$ cat src/rtl/fifo_pkg.sv
// Shared defaults and requester encoding for the arbitrated FIFO write front end.
package fifo_pkg;

  localparam int unsigned DATASIZE_DEF = 8;
  localparam int unsigned ADDRSIZE_DEF = 4;

  typedef enum logic {
    REQ0 = 1'b0,
    REQ1 = 1'b1
  } req_idx_e;

endpackage

$ cat src/rtl/rr_arb2.sv
// Two-way round-robin grant: favours the requester that did not win the last accepted write.
module rr_arb2
  import fifo_pkg::*;
(
  input  logic [1:0] req,
  input  req_idx_e   last_win,
  input  logic       block,
  output logic [1:0] gnt
);

  always_comb begin
    gnt = 2'b00;
    if (!block) begin
      case (req)
        2'b01:   gnt = 2'b01;
        2'b10:   gnt = 2'b10;
        2'b11:   gnt = (last_win == REQ0) ? 2'b10 : 2'b01;
        default: gnt = 2'b00;
      endcase
    end
  end

endmodule

$ cat src/rtl/fifo_wr_arbiter.sv
// FIFO pointer/status control with two arbitrated write requesters; memory lives outside.
module fifo_wr_arbiter
  import fifo_pkg::*;
#(
  parameter int unsigned DATASIZE = DATASIZE_DEF,
  parameter int unsigned ADDRSIZE = ADDRSIZE_DEF
) (
  input  logic                clk,
  input  logic                rst,
  input  logic                req0,
  input  logic                req1,
  input  logic [DATASIZE-1:0] wdata0,
  input  logic [DATASIZE-1:0] wdata1,
  output logic                gnt0,
  output logic                gnt1,
  input  logic                rd_en,
  output logic                full,
  output logic                empty,
  output logic [ADDRSIZE:0]   count,
  output logic [DATASIZE-1:0] mem_wdata,
  output logic [ADDRSIZE-1:0] mem_waddr,
  output logic [ADDRSIZE-1:0] mem_raddr,
  output logic                mem_wclken,
  output logic                mem_wfull
);

  localparam int unsigned PW = ADDRSIZE + 1;

  logic [PW-1:0] wptr_q, wptr_d;
  logic [PW-1:0] rptr_q, rptr_d;
  req_idx_e      last_q, last_d;
  logic [1:0]    gnt;
  logic          wr_acc;
  logic          rd_acc;

  // Status is purely a function of the registered pointers.
  assign full  = (wptr_q[PW-1] != rptr_q[PW-1]) &&
                 (wptr_q[ADDRSIZE-1:0] == rptr_q[ADDRSIZE-1:0]);
  assign empty = (wptr_q == rptr_q);
  assign count = wptr_q - rptr_q;

  rr_arb2 u_arb (
    .req      ({req1, req0}),
    .last_win (last_q),
    .block    (full),
    .gnt      (gnt)
  );

  assign gnt0       = gnt[0];
  assign gnt1       = gnt[1];
  assign wr_acc     = gnt0 | gnt1;
  assign rd_acc     = rd_en & ~empty;

  assign mem_wclken = wr_acc;
  assign mem_wdata  = gnt1 ? wdata1 : wdata0;
  assign mem_waddr  = wptr_q[ADDRSIZE-1:0];
  assign mem_raddr  = rptr_q[ADDRSIZE-1:0];
  assign mem_wfull  = full;

  always_comb begin
    wptr_d = wptr_q;
    rptr_d = rptr_q;
    last_d = last_q;
    if (wr_acc) begin
      wptr_d = wptr_q + PW'(1);
      last_d = gnt1 ? REQ1 : REQ0;
    end
    if (rd_acc) begin
      rptr_d = rptr_q + PW'(1);
    end
  end

  always_ff @(posedge clk or posedge rst) begin
    if (rst) begin
      wptr_q <= '0;
      rptr_q <= '0;
      last_q <= REQ0;
    end else begin
      wptr_q <= wptr_d;
      rptr_q <= rptr_d;
      last_q <= last_d;
    end
  end

endmodule

$ cat config.mk
export PLATFORM = sky130hd
export DESIGN_NAME = fifo_wr_arbiter
export DESIGN_NICKNAME = d
export VERILOG_FILES = /design/src/rtl/fifo_pkg.sv /design/src/rtl/rr_arb2.sv /design/src/rtl/fifo_wr_arbiter.sv
export SDC_FILE = /design/constraint.sdc
export NUM_CORES = 1
export LEC_CHECK = 0
export BUFFER_PORTS_ARGS = -buffer_cell sky130_fd_sc_hd__buf_4
export CORE_ASPECT_RATIO = 1.1
export CORE_MARGIN = 2
export CORE_UTILIZATION = 39
export DETAILED_ROUTE_END_ITERATION = 8
export PLACE_DENSITY = 0.74
export SYNTH_ARGS = -nofsm -noshare
export SYNTH_HDL_FRONTEND = slang
export SYNTH_SLANG_ARGS = --single-unit
$ cat constraint.sdc
create_clock -name clk -period 2.6 [get_ports clk]
set_clock_uncertainty 0.2 [all_clocks]
set_input_delay 0.78 -clock clk [delete_from_list [all_inputs] [get_ports clk]]
set_output_delay 0.78 -clock clk [all_outputs]
set_load 0.02 [all_outputs]
==> summary.txt <==
Floorplan
  • Starting density of the core: 42.4%
  • Chip width: 49.2 microns
  • I/O Pins: 48
  • Die area: 0.00264 sq mm
  • Die H: 53.7 microns
  • Row count: 17
  • CORE AREA: 0.00206 sq mm

Detailed routing
  • Total Wirelength: 3740 microns
  • Routed vias/inst: 4.98
  • Vias after detailed routing: 995
  • Iter 0 DRT Violations: 14
  • Post-route ant nets: 0
  • Residual DRC: 0
  • DR pass1 iterations: 4
  • WL/cell: 18.7 microns

Finish
  • Final Cell Area: 0.00177 sq mm
  • Commonest cells after routing, fill and taps aside: buf_4 (74), buf_6 (20), dfrtp_1 (11), xnor2_1 (8), mux2_4 (8)
  • N_diodes: 0
  • Commonest non-fill, non-tap cell in the layout: buf_4
  • Layout cells sized above 1: 74.4%
  • Layout area overhead: 102%
  • Util after Layout: 85.6%
  • Final nets: 201

Global routing
  • Initial antenna violation count: 0
  • Gr ovfl total: 0
  • Vias in the first global route: 1001
  • GRT Util Overall: 25.2%
  • Global-route wire length before repair: 4770 microns
  • Largest net degree at the start of global routing: 12

Worst hold path
  • Hold Path Class: input pin to async pin

Critical path
  • WS Path Type: flip-flop to primary output
  • CP Max Fanout: 9
  • CP delay by family, top: flip-flops
  • CP arrival: 2130 ps
  • Critical path's largest stage delay: 430 ps
  • Crit path capture type: primary output
  • CP startpoint kind: flip-flop
  • Worst EP required: 1620 ps
  • WP buf/inv: 2
  • Slowest stage cell on the critical path: dfrtp_1
  • Cell Chain, Critical Path: ha_4 > nand4_1 > o21ai_2 > a21o_1 > buf_12 > mux2_4 > buf_6

Timing
  • Slew headroom: 58.3%
  • Slew Viols, Final: 0
  • Fin Hold WS: 295 ps
  • Final setup vio count: 18
  • Fin. Hold Viols: 0
  • Least-Margin Pin Slew: 620 ps
  • Tmin final: 3110 ps
  • Final worst slack: -508 ps
  • Max Clk Rate: 322 MHz
  • RSZ-0062 raised after global routing: true
  • Tcrit/Tclk final: 120%

Synthesis
  • Top cell type's share of synthesized area: 31.5%
  • Area of the mapped netlist: 875 sq um
  • Syn Nets: 111
  • Yosys cell types: 21
  • Cell count after synthesis: 83
  • FF+latch count, synth: 11
  • Synth Area in XOR/XNOR: 13.9%
  • Synth area leader: dfrtp_1
  • Sequential-to-total area share from yosys stat: 31.5%
  • Avg Inst Size Synth: 10.5 sq um
  • Main combinational cell family by area after synthesis: multiplexers
  • Top cells by area, synth: dfrtp_1 (31%), mux2_4 (14%), xnor2_1 (9.0%)
  • Synth Area in Compound Gates: 8.15%
  • Post-Synth Adder-Cell Area: 10.9%
  • Mux share of post-synthesis cell area: 16.3%
  • Synth Area in Simple Gates: 6.44%
  • Warnings, synthesis: 0

Pwr
  • LEAKAGE: 0.000904 uW
  • Cell Pwr Density: 1690 mW/mm^2
  • Worst vdd ir: 1.47 mV

Outcome
  • Failing checks: setup timing
  • Status: finished with violations

Place
  • DP HPWL: 1890 microns
  • DP Worst Slack: -128 ps
  • GP Congestion: 0.911
  • Placed Area: 0.00137 sq mm
  • Port Buffers: 47

CTS
  • Num CTS Buffers: 3
  • Max clock buf depth: 2
  • Clock Sinks: 11
  • Hold Buf Count CTS: 0
  • Root Buffer: clkbuf_4
  • Clk Latency, worst-skew pair: 290 ps
  • Worst-path clk slew: 80 ps
  • TritonCTS clock tree: built
  • H-tree lvl count: 1

Job
  • Max Cap Violations: 0
-- worst reg2reg max path, stage by stage, from the launching register on --
cell,delay (ps)
dfrtp_1,380
inv_2,70
buf_4,130
buf_6,100
buf_4,110
buf_4,130
buf_4,130
buf_4,120
buf_4,120
buf_4,120
buf_4,120
buf_4,120
buf_4,120
buf_4,130
buf_6,100
buf_6,110
xnor2_2,120
-- area by class of cell --
cell class,instances,area (sq um)
multi-input combinational,53,592
inverter,9,36.3
clock buffer,4,26.3
fill,98,298
sequential,11,275
tap,28,35.0
timing repair buffer,95,801
-- state kept, by name, summed over array words and instances, names as in the netlist --
name	flops
wptr_q	5
rptr_q	5
last_q	1
-- metrics by stage --
| stage | instances | TNS, ps | power (uW) |
|---|---|---|---|
| 2_1_floorplan | 83 | -380 | 1430 |
| 3_3_place_gp | 168 | -653 | 2060 |
| 3_5_place_dp | 168 | -1060 | 2100 |
| 4_1_cts | 195 | -3700 | 2620 |
| 5_1_grt | 200 | -7230 | 3120 |
| 6_report | 200 | -5890 | 2980 |
-- logic make-up (layout without fill, tap and decap cells) --
family	Yosys count	after routing
xor gates and xnor gates	13	13
AOI/OAI and AO/OA	11	11
muxes	10	10
buffers and inverters	19	108
adders and majority gates	7	7
and+or+nand+nor	12	12
DFF	11	11
-- synthesized netlist by cell type --
cell and count:
dfrtp_1 11, buf_4 9, inv_1 9, xnor2_1 9
mux2_4 8, ha_1 6, nor2_1 4, a21o_1 3
a21oi_1 3, nand2_1 3, nand4_1 3, o21ai_0 3
xor2_1 3, mux2_2 2, buf_6 1, fa_1 1
nand3_1 1, nor4_1 1, o21ai_2 1, o22a_2 1
xnor2_2 1
-- report_power, final --
| part | switching, uW | internal [uW] | leakage [uW] |
|---|---|---|---|
| combinational | 1170 | 1310 | 0.000760 |
| clock | 73.4 | 59.8 | 0.0000150 |
| sequential | 102 | 263 | 0.000129 |
-- path summary, 6_finish.rpt --
kind / end / slack [ps] / depth (start not counted) / start
setup / recovery: mem_wdata[6] / -510 / 7 / wptr_q[3]
hold / removal: rptr_q[1] / 300 / 2 / rst
setup reg to reg: wptr_q[0] / 50 / 16 / wptr_q[0]
hold reg to reg: last_q / 330 / 1 / last_q
max in group asynchronous: wptr_q[1] / 1590 / 2 / rst
min in group clk: last_q / 330 / 1 / last_q
-- layer usage --
metal	vias up	global-route usage (%)	share of wire, %
li1	448	-	-
met1	488	25.0	35
met2	48	48.4	57
met3	11	4.72	5.3
met4	0	17.1	2.6
met5	-	0	0
-- what timing repair did --
| action | CTS | global route |
|---|---|---|
| pin swaps | 11 | 3 |
| setup buffers | 23 | 10 |
| hold endpoints to repair | 0 | 0 |
| gates cloned | 0 | 0 |
| gates resized for setup | 28 | 13 |
| setup endpoints to repair | 17 | 19 |
Note: power is estimated with default switching activity, not from simulation.
